File: src/rtl/uart_pkg.sv
// Shared types and constants for the UART transmit scheduler.
package uart_pkg;

  localparam int DATA_BITS = 8;
  localparam int STOP_BITS = 1;

  typedef enum logic [2:0] {
    IDLE,
    START,
    DATA,
    PARITY,
    STOP
  } tx_state_e;

  function automatic int bit_cycles(input int clk_hz, input int baud_rate);
    return clk_hz / baud_rate;
  endfunction

endpackage

File: src/rtl/uart_tx_fifo.sv
// Small power-of-two byte FIFO holding key bytes until the serializer takes them.
module uart_tx_fifo
  import uart_pkg::*;
#(
  parameter int DEPTH = 4
) (
  input  logic                 clk,
  input  logic                 rst_n,
  input  logic                 i_push,
  input  logic                 i_pop,
  input  logic [DATA_BITS-1:0] i_data,
  output logic                 o_full,
  output logic                 o_empty,
  output logic [DATA_BITS-1:0] o_head
);

  localparam int AW = $clog2(DEPTH);

  logic [AW:0]          r_wr_ptr;
  logic [AW:0]          r_rd_ptr;
  logic [DATA_BITS-1:0] r_mem [DEPTH];
  logic                 w_push;
  logic                 w_pop;

  // The extra pointer bit tells a full FIFO apart from an empty one.
  assign o_empty = (r_wr_ptr == r_rd_ptr);
  assign o_full  = (r_wr_ptr[AW] != r_rd_ptr[AW]) &&
                   (r_wr_ptr[AW-1:0] == r_rd_ptr[AW-1:0]);
  assign o_head  = r_mem[r_rd_ptr[AW-1:0]];

  assign w_pop  = i_pop && !o_empty;
  assign w_push = i_push && (!o_full || w_pop);

  always_ff @(posedge clk) begin
    if (!rst_n) begin
      r_wr_ptr <= '0;
      r_rd_ptr <= '0;
    end else begin
      if (w_push) r_wr_ptr <= r_wr_ptr + 1'b1;
      if (w_pop)  r_rd_ptr <= r_rd_ptr + 1'b1;
    end
  end

  // NOTE: storage is deliberately not reset; emptiness comes from the
  // pointers, so stale entries are never presented as valid data.
  always_ff @(posedge clk) begin
    if (w_push) r_mem[r_wr_ptr[AW-1:0]] <= i_data;
  end

endmodule

File: src/rtl/uart_tx_scheduler.sv
// Arbitrates key and status bytes onto one UART line with CTS flow control.
// Define UART_TX_PARITY_EN to add an even-parity bit (8E1 instead of 8N1).
module uart_tx_scheduler
  import uart_pkg::*;
#(
  parameter int CLK_HZ     = 50_000_000,
  parameter int BAUD_RATE  = 115200,
  parameter int FIFO_DEPTH = 4
) (
  input  logic                 CLOCK_50,
  input  logic                 RESET_N,
  input  logic                 key_valid,
  input  logic [DATA_BITS-1:0] key_data,
  input  logic                 stat_valid,
  input  logic [DATA_BITS-1:0] stat_data,
  output logic                 stat_ready,
  input  logic                 uart_cts_n,
  output logic                 UART_TXD,
  output logic                 tx_busy,
  output logic [7:0]           drop_count
);

  localparam int BIT_CYC = bit_cycles(CLK_HZ, BAUD_RATE);
  localparam int TW      = (BIT_CYC > 1) ? $clog2(BIT_CYC) : 1;
  localparam logic [TW-1:0] BIT_LAST = TW'(BIT_CYC - 1);

  tx_state_e            r_state;
  logic [TW-1:0]        r_timer;
  logic [2:0]           r_bit_idx;
  logic [DATA_BITS-1:0] r_shift;
  logic                 r_txd;
  logic                 r_busy;
  logic                 r_prio_key;
  logic [7:0]           r_drop_cnt;
  logic                 r_cts_meta;
  logic                 r_cts_sync;
`ifdef UART_TX_PARITY_EN
  logic                 r_parity;
`endif

  logic                 w_cts_ok;
  logic                 w_fifo_full;
  logic                 w_fifo_empty;
  logic [DATA_BITS-1:0] w_fifo_head;
  logic                 w_can_grant;
  logic                 w_grant_key;
  logic                 w_grant_stat;
  logic [DATA_BITS-1:0] w_tx_byte;
  logic                 w_push;
  logic                 w_drop;

  // NOTE: the two synchronizer flops feed each other directly; any logic
  // between them would defeat metastability settling.
  always_ff @(posedge CLOCK_50) begin
    if (!RESET_N) begin
      r_cts_meta <= 1'b1;
      r_cts_sync <= 1'b1;
    end else begin
      r_cts_meta <= uart_cts_n;
      r_cts_sync <= r_cts_meta;
    end
  end

  assign w_cts_ok = ~r_cts_sync;

  // Round-robin: r_prio_key breaks ties, and flips to the other source on each grant.
  assign w_can_grant  = (r_state == IDLE) && w_cts_ok;
  assign w_grant_key  = w_can_grant && !w_fifo_empty && (!stat_valid || r_prio_key);
  assign w_grant_stat = w_can_grant && stat_valid && (w_fifo_empty || !r_prio_key);
  assign w_tx_byte    = w_grant_key ? w_fifo_head : stat_data;
  assign stat_ready   = w_grant_stat;

  assign w_push = key_valid && (!w_fifo_full || w_grant_key);
  assign w_drop = key_valid && !w_push;

  uart_tx_fifo #(
    .DEPTH (FIFO_DEPTH)
  ) u_fifo (
    .clk     (CLOCK_50),
    .rst_n   (RESET_N),
    .i_push  (w_push),
    .i_pop   (w_grant_key),
    .i_data  (key_data),
    .o_full  (w_fifo_full),
    .o_empty (w_fifo_empty),
    .o_head  (w_fifo_head)
  );

  always_ff @(posedge CLOCK_50) begin
    if (!RESET_N) begin
      r_drop_cnt <= '0;
    end else if (w_drop && (r_drop_cnt != 8'hFF)) begin
      r_drop_cnt <= r_drop_cnt + 8'd1;
    end
  end

  always_ff @(posedge CLOCK_50) begin
    if (!RESET_N) begin
      r_state    <= IDLE;
      r_timer    <= BIT_LAST;
      r_bit_idx  <= '0;
      r_shift    <= '0;
      r_txd      <= 1'b1;
      r_busy     <= 1'b0;
      r_prio_key <= 1'b1;
`ifdef UART_TX_PARITY_EN
      r_parity   <= 1'b0;
`endif
    end else begin
      case (r_state)
        IDLE: begin
          r_txd <= 1'b1;
          if (w_grant_key || w_grant_stat) begin
            r_shift    <= w_tx_byte;
            r_prio_key <= w_grant_stat;
            r_state    <= START;
            r_txd      <= 1'b0;
            r_busy     <= 1'b1;
            r_timer    <= BIT_LAST;
`ifdef UART_TX_PARITY_EN
            r_parity   <= ^w_tx_byte;
`endif
          end
        end
        START: begin
          if (r_timer == '0) begin
            r_state   <= DATA;
            r_timer   <= BIT_LAST;
            r_bit_idx <= '0;
            r_txd     <= r_shift[0];
          end else begin
            r_timer <= r_timer - 1'b1;
          end
        end
        DATA: begin
          if (r_timer == '0) begin
            r_timer <= BIT_LAST;
            if (r_bit_idx == 3'(DATA_BITS - 1)) begin
`ifdef UART_TX_PARITY_EN
              r_state <= PARITY;
              r_txd   <= r_parity;
`else
              r_state <= STOP;
              r_txd   <= 1'b1;
`endif
            end else begin
              r_bit_idx <= r_bit_idx + 3'd1;
              r_shift   <= r_shift >> 1;
              r_txd     <= r_shift[1];
            end
          end else begin
            r_timer <= r_timer - 1'b1;
          end
        end
`ifdef UART_TX_PARITY_EN
        PARITY: begin
          if (r_timer == '0) begin
            r_state <= STOP;
            r_timer <= BIT_LAST;
            r_txd   <= 1'b1;
          end else begin
            r_timer <= r_timer - 1'b1;
          end
        end
`endif
        STOP: begin
          if (r_timer == '0) begin
            r_state <= IDLE;
            r_busy  <= 1'b0;
            r_txd   <= 1'b1;
          end else begin
            r_timer <= r_timer - 1'b1;
          end
        end
        default: begin
          r_state <= IDLE;
          r_busy  <= 1'b0;
          r_txd   <= 1'b1;
        end
      endcase
    end
  end

  assign UART_TXD   = r_txd;
  assign tx_busy    = r_busy;
  assign drop_count = r_drop_cnt;

endmodule

File: config.mk
export PLATFORM = sky130hd
export DESIGN_NAME = uart_tx_scheduler
export DESIGN_NICKNAME = d
export VERILOG_FILES = /design/src/rtl/uart_pkg.sv /design/src/rtl/uart_tx_fifo.sv /design/src/rtl/uart_tx_scheduler.sv
export SDC_FILE = /design/constraint.sdc
export NUM_CORES = 1
export LEC_CHECK = 0
export ABC_AREA = 1
export CAP_MARGIN = 20
export CORE_ASPECT_RATIO = 0.9
export CORE_MARGIN = 10
export CORE_UTILIZATION = 52
export CTS_CLUSTER_DIAMETER = 60
export DETAILED_ROUTE_END_ITERATION = 10
export PLACE_DENSITY = 0.82
export SYNTH_ARGS = -nofsm -noshare
export SYNTH_HDL_FRONTEND = slang
export SYNTH_SLANG_ARGS = --single-unit
File: constraint.sdc
create_clock -name CLOCK_50 -period 1.8 [get_ports CLOCK_50]
set_input_delay 0.36 -clock CLOCK_50 [delete_from_list [all_inputs] [get_ports CLOCK_50]]
set_output_delay 0.36 -clock CLOCK_50 [all_outputs]
set_load 0.02 [all_outputs]
== Word-level counts from Yosys, hierarchy flattened ==
Memory sizes are Yosys's and may differ from the RTL's. A register that Yosys moved wholly into a read port is not among the register bits.
Cells that the tools add are included.

* $add $sub $neg: 5
* Bitwise operators: 2
* Reduce and logical (&&, ||, !) cells: 34
* Equal/unequal tests: 15
* Multiplexer cells: 31

{| class="wikitable"
|+ Operators with widths
! operator !! count
|-
| two-way mux 8 bit || 4
|-
| two-way mux 9 bit || 3
|-
| one-hot mux 9 bit (3 select lines) || 1
|-
| two-way mux 3 bit || 7
|-
| one-hot mux 8 bit (2 select lines) || 1
|-
| != test 2 bit, second input constant || 6
|-
| one-hot mux 3 bit (4 select lines) || 1
|-
| logical AND 1 bit || 11
|-
| adder 3 x 1 -> 3 bit, second input constant || 3
|-
| zero test 9 bit || 1
|-
| two-way mux 1 bit || 9
|-
| AND reduction 3 bit || 3
|-
| subtractor 9 x 1 -> 9 bit, second input constant || 1
|-
| adder 8 x 1 -> 8 bit, second input constant || 1
|-
| != test 8 bit, second input constant || 1
|-
| AND reduction 4 bit || 2
|-
| == test 3 bit, second input constant || 2
|-
| one-hot mux 3 bit (2 select lines) || 1
|-
| zero test 1 bit || 5
|-
| logical OR 1 bit || 5
|-
| AND reduction 5 bit || 1
|-
| two-way mux 2 bit || 2
|-
| one-hot mux 1 bit (4 select lines) || 1
|-
| nonzero test 2 bit || 2
|-
| other kinds (12) || 13
|}

* Memories kept: 1
* Input bits: 21
* Memory bits (writable): 32
* Flip-flop bits (word level): 42
* Word-level logic and storage cells: 100

{| class="wikitable"
|+ Memory list
! memory !! depth !! bits a word !! rd ports !! clocked after Yosys merged registers in !! write ports !! RTL line !! source
|-
| u_fifo.r_mem || 4 || 8 || 1 || 1 || 1 || uart_tx_fifo.sv:21 || <nowiki>logic [DATA_BITS-1:0] r_mem [DEPTH];</nowiki>
|}

== Longest topological paths before layout ==
Gate-level depths: netlist (run 1).

* Word-level depth: 9
* Depth in mapped cells: 12
* Mapped depth without buffers: 12

== Hierarchy ==
From an unflattened synthesis (run 1), not the netlist that was laid out.

* Cells, all modules: 494
* Area total of the unflattened synthesis: 3,836.2 sq um

{| class="wikitable"
|+ By module, submodules not included
! module !! seq. area each (sq um) !! instances !! area an instance (sq um) !! cells an instance
|-
| uart_tx_scheduler || 720.7 || 1 || 2,192.1 || 352
|-
| uart_tx_fifo || 1,121.1 || 1 || 1,644.1 || 142
|}

== Worst setup path before layout (run 1) ==
OpenSTA, ideal clock, no wires.

* Path type: reg2reg
* From: register u_fifo.r_wr_ptr[1]
* To: memory u_fifo.r_mem[0][0] (enable)
* Clock period less this slack: 1.841 ns
* Setup time: 0.371 ns
* Path buffers: 1
* Data arrival time: 1.470 ns
* Stages on the path, launching flop included: 10
* Path slack: -0.041 ns
* Cell sequence: dfxtp_1 > inv_1 > nand2_1 > nand2_1 > nand3_1 > buf_4 > nand3_4 > nand2_1 > nand2_2 > nor2_1

* Longest elaborated chain between the ends: 9
* Elaborated cells on any way between the ends: 14
* Those cells by class: eq/ne (2); mux (2); reduce/logical (10)

{| class="wikitable"
|+ RTL lines
! what !! RTL line !! source
|-
| start, declared || uart_tx_fifo.sv:19 || <nowiki>logic [AW:0] r_wr_ptr;</nowiki>
|-
| start signal, assigned || uart_tx_fifo.sv:39 || <nowiki>if (w_push) r_wr_ptr <= r_wr_ptr + 1'b1;</nowiki>
|-
| == test 3 bit || uart_tx_fifo.sv:26 || <nowiki>assign o_empty = (r_wr_ptr == r_rd_ptr);</nowiki>
|-
| zero test 1 bit || uart_tx_fifo.sv:31, uart_tx_scheduler.sv:68 ||
|-
| logical AND 1 bit (2 in series) || uart_tx_scheduler.sv:68 || <nowiki>assign w_grant_key = w_can_grant && !w_fifo_empty && (!stat_valid || r_prio_key);</nowiki>
|-
| logical OR 1 bit or logical AND 1 bit (tied branches) || uart_tx_scheduler.sv:73, uart_tx_fifo.sv:31 ||
|-
| logical AND 1 bit or logical OR 1 bit (tied branches) || uart_tx_scheduler.sv:73, uart_tx_fifo.sv:32 ||
|-
| logical AND 1 bit || uart_tx_fifo.sv:32 || <nowiki>assign w_push = i_push && (!o_full || w_pop);</nowiki>
|-
| two-way mux 1 bit || uart_tx_fifo.sv:47 || <nowiki>if (w_push) r_mem[r_wr_ptr[AW-1:0]] <= i_data;</nowiki>
|-
| two-way mux 1 bit (implied by the code) || uart_tx_fifo.sv:47 ||
|-
| end, declared || uart_tx_fifo.sv:21 ||
|}

Parallel ways exist; a longest one is shown, timed or not.

== Final worst setup path (run 1) ==
* From: register r_drop_cnt[7], in the netlist drop_count[7]
* To: output port drop_count[7]

{| class="wikitable"
|+ RTL lines
! what !! RTL line !! source
|-
| start, declared || uart_tx_scheduler.sv:34 || <nowiki>logic [7:0] r_drop_cnt;</nowiki>
|-
| start signal, assigned || uart_tx_scheduler.sv:93 || <nowiki>r_drop_cnt <= r_drop_cnt + 8'd1;</nowiki>
|-
| end, declared || uart_tx_scheduler.sv:20 || <nowiki>output logic [7:0] drop_count</nowiki>
|}

No word-level cell between the ends.

==> flow_summary.ini, run 1 <==
[place]
dp_hpwl_mm = 6.05
dpl.cell_count = 638
io_buffers = 31
placed_area_um2 = 4440
gp_congestion = 0.907

[status]
status = finished, final reports clean

[die]
rows = 29
die-area_um2 = 11200
fp.coreArea_um2 = 7110
die_x_um = 110
pin_count = 32
die_h_um = 101
initial_utilization = 0.538

[global_routing]
antenna_found_initial = 0
grt_start_max_net_pins = 22
grt_first_pass_wirelength_mm = 13.8
gr-usage-all-layers = 0.146
gr-total-overflow = 0
grt_pass1_vias = 3097

[worst_setup_path]
cp-start-kind = register
slowest_delay_ns = 0.63
cp_max_fo = 5
critPathBufInv = 1
cp.arrival_ns = 1.38
critPathTopFamily = buffers and inverters
rr_worst_depth = 9
crit_type = register to primary output
crit_chain = clkdlybuf4s50_1
crit_path_end_kind = primary output
crit_path_top_delay_cell = clkdlybuf4s50_1
worstReg2RegStart = r_state[2]$_SDFFE_PN0P_
r2r-end = u_fifo.r_mem[0][5]$_DFFE_PP_
crit_required_ns = 1.44
r2r_slack_ns = 0.13

[power_and_ir_drop]
p_per_area_nw_per_um2 = 1050
switching_share = 0.345
p_clk_frac = 0.276
pwr-share-comb = 0.304
p_switching_mw = 1.74
peakVddDrop_mv = 0.691
p_int_mw = 3.29
p_leak_nw = 2.22
power_frac_seq = 0.420

[finish]
fin_nets = 589
diodes = 0
layout-drive-gt1-share = 0.161
areaGrowthSynthToFinish_pct = 25.3
final_cell_count_no_fill = 657
stdcell_area_um2 = 4800
fillers = 576

[detailed_routing]
drtIter0Drc = 116
vias_per_cell = 5.07
drtAntennaViolNets = 0
vias = 3334
post_drt_wl_per_cell_um = 12.9
drc_errors = 0
wl_mm = 8.49
drtPass1Iterations = 4

[worst_hold_path]
hold_path_class = register to register
worstHoldEndpoint = r_cts_sync$_SDFF_PN1_
hold_depth = 1
min_from = r_cts_meta$_SDFF_PN1_

[sta]
relSlewSlack = 0.661
skew_ns = 0.0128
drv_slew = 0
worst_slew_pin_slew_ns = 0.507
fmax_mhz = 575
hold_viol = 0
layout_min_cycle_time_ns = 1.74
setup_viol_count_final = 0
min_period_over_period = 0.967

[logic_synthesis]
synthesis.instances = 495
ys_types = 34
syn-cell-area_um2 = 3830
synth_seq_cells = 76
syn_avg_cell_area_um2 = 7.73
yosysSeqAreaShare = 0.481
yosys_warnings = 0
syn_nets = 525

[clock_tree]
htreeDepth = 3
clk_pin_slew_ns = 0.09
insertion_delay_ns = 0.36
cts_buffers = 9
clockRootBuffer = clkbuf_8
tritoncts = yes
cts_buffer_depth = 2
cts.sinks = 76

[run]
maxCapViolations = 0
power groups by stage:
stage | clock, mW | combinational [mW] | sequential, mW
finish | 1.39 | 1.53 | 2.11
global route | 1.48 | 1.74 | 2.13
CTS | 1.40 | 1.43 | 2.10
detailed placement | 0 | 1.42 | 2.14
global placement | 0 | 1.37 | 2.13
floorplan | 0 | 1.01 | 2.14
Yosys cell counts (all sizes together):
master,instances,area [µm²]
or2,2,12.5
nand4,16,100
xnor2,2,17.5
nand3b,3,22.5
clkbuf,5,18.8
buf,9,57.6
edfxtp,32,961
nand3,49,275
nor2,62,258
inv,52,195
ha,9,113
clkinv,1,3.75
o211a,1,10.0
dfxtp,44,881
o211ai,1,7.51
nand2,157,607
nor3,2,15.0
xor2,8,70.1
a21o,1,7.51
a21oi,23,115
o21ai,15,75.1
a31oi,1,6.26
registers in the layout, summed over array words and instances (netlist names), named ones only:
| name | cells |
|---|---|
| UART_TXD | 1 |
| drop_count | 8 |
| r_bit_idx | 3 |
| r_cts_meta | 1 |
| r_cts_sync | 1 |
| r_prio_key | 1 |
| r_shift | 8 |
| r_state | 3 |
| r_timer | 9 |
| tx_busy | 1 |
| u_fifo.r_mem | 32 |
| u_fifo.r_rd_ptr | 3 |
| u_fifo.r_wr_ptr | 3 |
layer usage:
layer | track usage | up-vias | share of wire
li1 | - | 1736 | -
met1 | 0.165 | 1530 | 0.43
met2 | 0.264 | 55 | 0.52
met3 | 0.0343 | 13 | 0.040
met4 | 0.0560 | 0 | 0.014
met5 | 0 | - | 0
cells by family (layout without fill, tap and decap cells):
kind of cell / Yosys count / count (layout) / share of synthesized area
buf+inv: 67 / 136 / 0.0719
fa+ha+maj: 9 / 9 / 0.0294
simple gates: 291 / 291 / 0.337
flops: 76 / 76 / 0.481
compound gates: 42 / 42 / 0.0578
xor+xnor: 10 / 10 / 0.0229
final cells by class:
cell class	instances	area, µm²	area share
Clock buffer	9	124	0.0258
Inverter	53	199	0.0415
Timing Repair Buffer	67	621	0.129
Tap cell	93	116	0.0243
Multi-Input combinational cell	352	1800	0.376
Sequential cell	76	1850	0.385
Clock inverter	7	87.6	0.0183
layout by cell type, fill, tap and decap left out, types with 2 or more instances in the layout:
master | synthesis | final
inv_8 | 0 | 2
nor2_1 | 56 | 53
dfxtp_1 | 44 | 40
ha_1 | 9 | 8
dlymetal6s2s_1 | 0 | 6
nand3b_1 | 3 | 3
clkbuf_8 | 0 | 9
inv_1 | 47 | 46
xor2_1 | 8 | 8
inv_2 | 5 | 6
nand3_1 | 46 | 45
clkdlybuf4s50_1 | 0 | 24
nand2_4 | 1 | 3
nor2_4 | 2 | 4
nand2_2 | 4 | 6
edfxtp_1 | 32 | 32
buf_4 | 3 | 32
a21oi_1 | 23 | 22
nand2_1 | 152 | 148
nor2_2 | 4 | 5
nand3_4 | 2 | 3
inv_6 | 0 | 4
buf_6 | 1 | 4
o21ai_0 | 13 | 12
or2_2 | 2 | 2
nand4_1 | 16 | 16
o21ai_1 | 2 | 3
dfxtp_2 | 0 | 4
metrics by stage:
step / setup TNS (ns) / setup slack, ns / power (mW) / util / hold slack, ns
after floorplan: -1.30 / -0.0407 / 3.15 / - / 0.393
after global placement: -0.315 / -0.273 / 3.50 / 0.624 / 0.401
after detailed placement: -1.99 / -0.282 / 3.56 / 0.624 / 0.411
after CTS: -0.00567 / -0.00567 / 4.94 / 0.654 / 0.432
after global routing: -0.0182 / -0.0143 / 5.35 / 0.675 / 0.457
final: 0 / 0.0597 / 5.02 / 0.675 / 0.427
repair_timing:
item / 4_1_cts / 5_1_grt
setup buffers: 0 / 3
pin swaps: 0 / 7
hold buffers: 0 / 0
gates resized for setup: 6 / 34
setup endpoints to repair: 8 / 55
worst max-delay path by stage:
stage,slack [ns],depth (start not counted),from,endpoint
final,0.06,1,drop_count[7]$_SDFFE_PN0P_,drop_count[7]
after global routing,-0.01,6,r_state[2]$_SDFFE_PN0P_,stat_ready
after CTS,-0.006,4,u_fifo.r_rd_ptr[0]$_SDFFE_PN0N_,stat_ready
after detailed placement,-0.28,4,stat_valid,stat_ready
after global placement,-0.27,4,stat_valid,stat_ready
after floorplan,-0.04,9,u_fifo.r_wr_ptr[1]$_SDFFE_PN0P_,u_fifo.r_mem[0][0]$_DFFE_PP_
Note: power is estimated with default switching activity, not from simulation.
==> run 2: changes to the inputs <==
--- a/config.mk
+++ b/config.mk
@@ -12,7 +12,7 @@
 export CORE_UTILIZATION = 52
 export CTS_CLUSTER_DIAMETER = 60
 export DETAILED_ROUTE_END_ITERATION = 10
-export PLACE_DENSITY = 0.82
+export PLACE_DENSITY = 0.81
 export SYNTH_ARGS = -nofsm -noshare
 export SYNTH_HDL_FRONTEND = slang
 export SYNTH_SLANG_ARGS = --single-unit
==> run 2 against run 1 <==
Compared with the run above: sequential share of layout area rose by 0.31 points; die area is the same; combinational power barely moved; worst hold slack worse by 0.0068 ns; clock skew decreased by 0.0033 ns; flip-flop and latch count unchanged; clock-buffer cell count stayed put; register-to-register slack worse by 0.03 ns; design area fell by 0.99%; global-route usage is essentially flat.
==> flow_summary.ini, run 2 (synthesis gave the netlist of run 1 again) <==
[detailed_routing]
post_drt_wl_per_cell_um = 12.9
drtIter0Drc = 160
drc_errors = 0
drtPass1Iterations = 4
vias = 3394
wl_mm = 8.49
vias_per_cell = 5.15
drtAntennaViolNets = 0

[status]
status = finished, final reports clean

[finish]
regArea_um2 = 1840
areaGrowthSynthToFinish_pct = 24.1
largest_reg_flops = 32
diodes = 0
fin_nets = 591
layout_commonest_cell = nand2_1
layout-drive-gt1-share = 0.157
most-common-layout-cells = nand2_1 (149), nor2_1 (52), inv_1 (46)
fillers = 600
multi_input_area_um2 = 1790

[clock_tree]
cts_setup_buffers = 0
cts.sinks = 76
clk_pin_slew_ns = 0.08
cts_buffer_depth = 2
tritoncts = yes
insertion_delay_ns = 0.35
clockRootBuffer = clkbuf_8
cts_buffers = 9
htreeDepth = 3

[global_routing]
antenna_found_initial = 0
gr-total-overflow = 0
grt_first_pass_wirelength_mm = 13.8
grt_pass1_vias = 3103
grt_start_max_net_pins = 22
gr-usage-all-layers = 0.146

[die]
rows = 29
fp.coreArea_um2 = 7110
die_h_um = 101
pin_count = 32
die-area_um2 = 11200
die_x_um = 110
initial_utilization = 0.538

[place]
dp_slack_ns = -0.280
gp_congestion = 0.913
io_buffers = 31
dp_hpwl_mm = 6.15

[sta]
fmax_mhz = 572
min_period_over_period = 0.972
layout_min_cycle_time_ns = 1.75
drv_slew = 0
tns_ns = 0
hold_viol = 0
skew_ns = 0.00947
fin_ws_ns = 0.0509
setup_viol_count_final = 0
worst_slew_pin_slew_ns = 0.463
grt_setup_unrepaired = true
relSlewSlack = 0.691

[power_and_ir_drop]
power.total_mw = 4.87
p_leak_nw = 2.17
p_per_area_nw_per_um2 = 1020
peakVddDrop_mv = 0.541

[worst_setup_path]
cp.arrival_ns = 1.39
cp_max_fo = 5
critPathBufInv = 1
slowest_delay_ns = 0.64
crit_required_ns = 1.44
crit_type = register to primary output
crit_chain = clkdlybuf4s50_1
crit_path_end_kind = primary output
rr_worst_depth = 9
critPathTopFamily = buffers and inverters
crit_start = drop_count[0]$_SDFFE_PN0P_
worstReg2RegStart = r_state[2]$_SDFFE_PN0P_
crit_path_top_delay_cell = clkdlybuf4s50_1
cp-start-kind = register
path_depth = 1

[worst_hold_path]
hold_depth = 1
hold_path_class = register to register
min_from = r_cts_meta$_SDFF_PN1_

[run]
maxCapViolations = 0
-- run 2: cell types whose count changed in the layout (fill, tap and decap cells not counted), sizes merged --
cell,delta
dlymetal6s2s,-2
bufinv,-1
clkdlybuf4s50,+1
clkinv,+1
clkinvlp,+1
dlygate4sd2,+1
inv,-1
nand2,+1
nor2,+1
-- run 2: final cells by class --
cell class,count,area share
inverters,53,0.0419
well taps,93,0.0245
clock inverters,7,0.0132
multi-input cells,354,0.376
clock buffers,9,0.0261
repair buffers,67,0.130
flip-flops and latches,76,0.388
-- run 2: path summary, 6_finish.rpt --
check                                  to  slack, ns
max                         drop_count[0]       0.05
min                 r_cts_sync$_SDFF_PN1_       0.42
max reg2reg  u_fifo.r_mem[0][5]$_DFFE_PP_       0.10
min reg2reg         r_cts_sync$_SDFF_PN1_       0.42
-- run 2: power by group --
group,switching [mW],internal (mW)
clock,0.692,0.532
sequential,0.117,1.99
combinational,0.929,0.605
-- run 2: timing repair --
item / in CTS / in global routing
cloned: 0 / 2
setup endpoints to repair: 9 / 55
resized for setup: 8 / 25
pin swaps: 0 / 5
hold buffers: 0 / 0
-- run 2: routing by layer --
layer / routed length (µm) / GRT usage / vias to the layer above
met4: 144 / 0.0710 / 0
met1: 3570 / 0.162 / 1560
met3: 308 / 0.0313 / 19
met2: 4470 / 0.262 / 77
li1: - / - / 1738
met5: 0 / 0 / -
-- run 2: stage by stage --
step / hold WS, ns / area, µm² / utilization / std cells
after CTS: 0.427 / 4650 / 0.654 / 657
after global routing: 0.448 / 4750 / 0.668 / 659
after floorplan: 0.393 / 3830 / - / 495
after detailed placement: 0.400 / 4460 / 0.627 / 641
after global placement: 0.399 / 4460 / 0.627 / 641
final: 0.420 / 4750 / 0.668 / 659
==> run 3: changes to the inputs <==
--- a/config.mk
+++ b/config.mk
@@ -11,6 +11,7 @@
 export CORE_MARGIN = 10
 export CORE_UTILIZATION = 52
 export CTS_CLUSTER_DIAMETER = 60
+export CTS_CLUSTER_SIZE = 10
 export DETAILED_ROUTE_END_ITERATION = 10
 export PLACE_DENSITY = 0.81
 export SYNTH_ARGS = -nofsm -noshare
==> constraint.sdc (replaced) <==
create_clock -name CLOCK_50 -period 1.8 [get_ports CLOCK_50]
set_input_delay 0.45 -clock CLOCK_50 [delete_from_list [all_inputs] [get_ports CLOCK_50]]
set_output_delay 0.45 -clock CLOCK_50 [all_outputs]
set_load 0.02 [all_outputs]
==> run 3 against run 2 <==
Compared with the run above: the run now ends with negative setup slack left; critical path type unchanged; core utilization increased by 0.40 points; via count decreased by 0.97%; design area increased by 0.61%; global-route usage about the same; clock power increased by 9.8%; clock-buffer cell count unchanged; critical endpoint is now stat_ready; die area unchanged; combinational power about the same; largest power group unchanged; first-iteration DRC count decreased by 18%.
==> flow_summary.ini, run 3 (synthesis gave the netlist of run 1 again) <==
[place]
io_buffers = 31
placed_area_um2 = 4480
dp_hpwl_mm = 6.23
dpl.cell_count = 644
dp_slack_ns = -0.453
gp_congestion = 0.929

[finish]
areaGrowthSynthToFinish_pct = 24.8
stdcell_area_um2 = 4780
final_util = 0.672
final_cell_count_no_fill = 662
layout_commonest_cell = nand2_1
fin_nets = 594
layout-drive-gt1-share = 0.167
diodes = 0
largest_reg_flops = 32
most-common-layout-cells = nand2_1 (148), nor2_1 (53), inv_1 (46)
fillers = 595

[clock_tree]
clk_pin_slew_ns = 0.09
cts.sinks = 76
tritoncts = yes
hold_buffers = 0
cts_buffer_depth = 2
clockRootBuffer = clkbuf_8
insertion_delay_ns = 0.36
htreeDepth = 3
cts_buffers = 9

[sta]
timing.hold.ws_ns = 0.442
skew_ns = 0.0134
relSlewSlack = 0.673
hold_viol = 0
tns_ns = -0.0504
worst_slew_pin_slew_ns = 0.491
drv_slew = 0
setup_viol_count_final = 1
fmax_mhz = 540
layout_min_cycle_time_ns = 1.85
fin_ws_ns = -0.0504
min_period_over_period = 1.03
grt_setup_unrepaired = true

[worst_setup_path]
cp-start-kind = register
crit_path_end_kind = primary output
cp.arrival_ns = 1.40
critPathBufInv = 1
r2r_slack_ns = 0.09
crit_chain = nor2_4 -> nand2_2 -> nor2_4 -> nand2_2 -> a21oi_2 -> buf_6
worstReg2RegStart = r_state[2]$_SDFFE_PN0P_
crit_start = r_state[2]$_SDFFE_PN0P_
rr_worst_depth = 9
slowest_delay_ns = 0.35
r2r-end = u_fifo.r_mem[2][7]$_DFFE_PP_
cp_max_fo = 2
crit_required_ns = 1.35
crit_path_top_delay_cell = dfxtp_2
critPathTopFamily = simple AND/OR/NAND/NOR gates
crit_type = register to primary output

[power_and_ir_drop]
power.total_mw = 4.99
p_per_area_nw_per_um2 = 1040
p_leak_nw = 2.18
switching_share = 0.342
pwr-share-comb = 0.307
power_frac_seq = 0.424
peakVddDrop_mv = 0.574
p_switching_mw = 1.71
p_clk_frac = 0.269
p_int_mw = 3.28

[global_routing]
gr-total-overflow = 0
grt_pass1_vias = 3107
antenna_found_initial = 0
grt_start_max_net_pins = 21
grt_first_pass_wirelength_mm = 13.7
gr-usage-all-layers = 0.145

[detailed_routing]
vias_per_cell = 5.08
wl_mm = 8.41
vias = 3361
drtPass1Iterations = 5
post_drt_wl_per_cell_um = 12.7
drc_errors = 0
drtAntennaViolNets = 0
drtIter0Drc = 132

[die]
rows = 29
die-area_um2 = 11200
initial_utilization = 0.538
die_x_um = 110
die_h_um = 101
fp.coreArea_um2 = 7110
pin_count = 32

[worst_hold_path]
hold_depth = 1
worstHoldEndpoint = r_cts_sync$_SDFF_PN1_
hold_path_class = register to register
min_from = r_cts_meta$_SDFF_PN1_

[status]
status = finished, violations left
violations = negative setup slack

[run]
maxCapViolations = 0
## run 3: repair_timing
item                       in CTS  in global routing
cloned                          0                  0
gates resized for setup        15                 23
setup buffers                   0                  2
setup endpoints to repair      25                 57
pin swaps                       0                  5
## run 3: area by class of cell
type                    count  area, µm²  share of cell area
multi-input cells         352       1770               0.371
well taps                  93        116              0.0243
clock buffers               9        124              0.0259
inverters                  53        199              0.0416
repair buffers             72        638               0.134
clock inverters             7       83.8              0.0175
flip-flops and latches     76       1850               0.386
## run 3: worst register-to-register path, stage by stage, from the launching register on
cell and delay [ns]:
dfxtp_2 0.35, nor2_4 0.12, nand2_2 0.09, nor2_4 0.14
buf_6 0.16, nand3_4 0.09, nand2_2 0.09, nand2_4 0.09
nor2_1 0.14, buf_4 0.16
## run 3: worst max path at each step
stage	end	slack [ns]	cells past startpoint
4_1_cts	stat_ready	-0.09	6
6_report	stat_ready	-0.05	6
2_1_floorplan	u_fifo.r_mem[0][0]$_DFFE_PP_	-0.04	9
3_3_place_gp	stat_ready	-0.45	4
3_5_place_dp	stat_ready	-0.45	4
5_1_grt	stat_ready	-0.12	6
## run 3: routing by layer
layer	up-vias	routed length (µm)	track usage
met5	-	0	0
met4	0	90	0.0560
met3	7	328	0.0349
met2	70	4320	0.259
met1	1539	3670	0.167
li1	1745	-	-
## run 3: power by group through the flow
| stage | registers (mW) | logic [mW] | clock network, mW |
|---|---|---|---|
| after CTS | 2.11 | 1.46 | 1.36 |
| after detailed placement | 2.15 | 1.46 | 0 |
| after global placement | 2.13 | 1.41 | 0 |
| after global routing | 2.14 | 1.75 | 1.45 |
| after floorplan | 2.14 | 1.01 | 0 |
| final | 2.11 | 1.53 | 1.34 |
==> variant, RTL diff (config.mk and constraints of run 2) <==
Set the parameter `FIFO_DEPTH` to 8 (it was 4).
--- a/src/rtl/uart_tx_scheduler.sv
+++ b/src/rtl/uart_tx_scheduler.sv
@@ -5,7 +5,7 @@
 #(
   parameter int CLK_HZ     = 50_000_000,
   parameter int BAUD_RATE  = 115200,
-  parameter int FIFO_DEPTH = 4
+  parameter int FIFO_DEPTH = 8
 ) (
   input  logic                 CLOCK_50,
   input  logic                 RESET_N,
Function: changed (a bounded check fails within 10 cycles, from zero or initial values and one cycle with RESET_N low).
==> variant against run 2 <==
- the run now ends with setup timing left
- critical path depth up 8
- worst setup slack worse by 0.086 ns
- routed wire length up 58%
- area after synthesis up 38%
- die area up 31%
- sequential cell count up 35
- final area up 43%
- power up 44%
- largest cell class unchanged
==> variant: results (changes against run 2) <==
P_leak=0.00294 uW (+35%); Synth Area in Adders=0.0165 (-0.0129); worst rel slew slack=0.639 (-0.0520); global placer's final weighted congestion=0.912 (about the same); Post-synth EDFFs=64 (+100%); status=finished, violations left; WL/cell=15.8 um (+23%); Critical Path Fanout Max=3 (-2); vias in the first global route=4387 (+41%); Final WS setup=-0.0356 ns (-0.0865 ns); DR vias=4590 (+35%); failing checks=setup timing; VDD IR max=0.896 mV (+66%); highest-delay cell along the critical path=dfxtp_2; setup violators final=9 (+9); Final Skew=0.00722 ns (-0.00225 ns); placed insts=819 (+28%); Critical Path AT=1.48 ns (+0.09 ns); Post-Synth XOR/XNOR Area=0.0149 (-0.00801); DR iter-0 viols=484 (+200%); max reg flops=64 (+100%); Compound-Gate Fraction of Synth Area=0.0498 (-0.00806); Area contributors post-synth=edfxtp_1, dfxtp_1, nand2_1; NumNets Final=743 (+26%); router iterations before antenna repair=5 (+1); path depth of the worst reg2reg path=13 (+4); pin count of the biggest net entering global routing=33 (+50%)
variant: cell types whose count changed after synthesis, sizes merged, moves of 4 or more:
cell    change
nor2       -28
nand2      +31
edfxtp     +32
o21ai       -4
a21oi      +10
clkbuf     +11
nor3        +6
inv        +20
nand3      +49
variant: power by group:
group / switching (uW) / total, uW / internal, uW
registers: 131 / 2990 / 2860
clock network: 1040 / 2050 / 1010
logic: 1180 / 1990 / 809
variant: cell families after synthesis:
kind of cell / after synthesis
XOR/XNOR: 9
buffers and inverters: 94
adder cells (fa/ha/maj): 7
flip-flops: 111
AND/OR/NAND/NOR: 351
AO/OA/AOI/OAI: 48
variant: critical path: cells and delay by family (launching register included):
family / cells / cell delay, ns
buf+inv: 3 / 0.25
flops: 1 / 0.38
simple gates: 6 / 0.50
variant: metrics by stage:
step                cell area (um^2)  TNS [ns]  setup slack, ns  total power (uW)  utilization
finish                          6790    -0.289          -0.0356              7020        0.691
global route                    6790     -3.49           -0.115              7360        0.691
CTS                             6560   -0.0460         -0.00826              6830        0.668
detailed placement              6200    -29.10           -0.389              4790        0.631
global placement                6200    -24.85           -0.332              4740        0.631
floorplan                       5340     -1.19          -0.0421              4170            -
variant: area by class of cell:
class                           count  area [um^2]
Fill cell                         702         3040
Sequential cell                   111         2870
Multi-Input combinational cell    415         2200
Timing Repair Buffer              106          963
Inverter                           72          284
Clock buffer                        9          225
Tap cell                          126          158
Clock inverter                      7         87.6
variant: worst min path at each step:
stage	startpoint	endpoint	slack, ns	cells after the start
after global placement	r_cts_meta$_SDFF_PN1_	r_cts_sync$_SDFF_PN1_	0.41	1
after CTS	r_cts_meta$_SDFF_PN1_	r_cts_sync$_SDFF_PN1_	0.42	1
after detailed placement	r_cts_meta$_SDFF_PN1_	r_cts_sync$_SDFF_PN1_	0.40	1
after floorplan	r_cts_meta$_SDFF_PN1_	r_cts_sync$_SDFF_PN1_	0.39	1
after global routing	r_cts_meta$_SDFF_PN1_	r_cts_sync$_SDFF_PN1_	0.43	1
final	r_cts_meta$_SDFF_PN1_	r_cts_sync$_SDFF_PN1_	0.42	1
variant: routing by layer:
layer | share of wire | vias up | GRT usage
met4 | 0.017 | 0 | 0.0553
met1 | 0.44 | 2144 | 0.221
li1 | - | 2239 | -
met5 | 0 | - | 0
met2 | 0.49 | 184 | 0.296
met3 | 0.056 | 23 | 0.0352
variant: what timing repair did:
item / 4_1_cts / 5_1_grt
buffers inserted: 2 / 9
gates resized for setup: 25 / 38
pin swaps: 3 / 7
setup endpoints to repair: 87 / 91
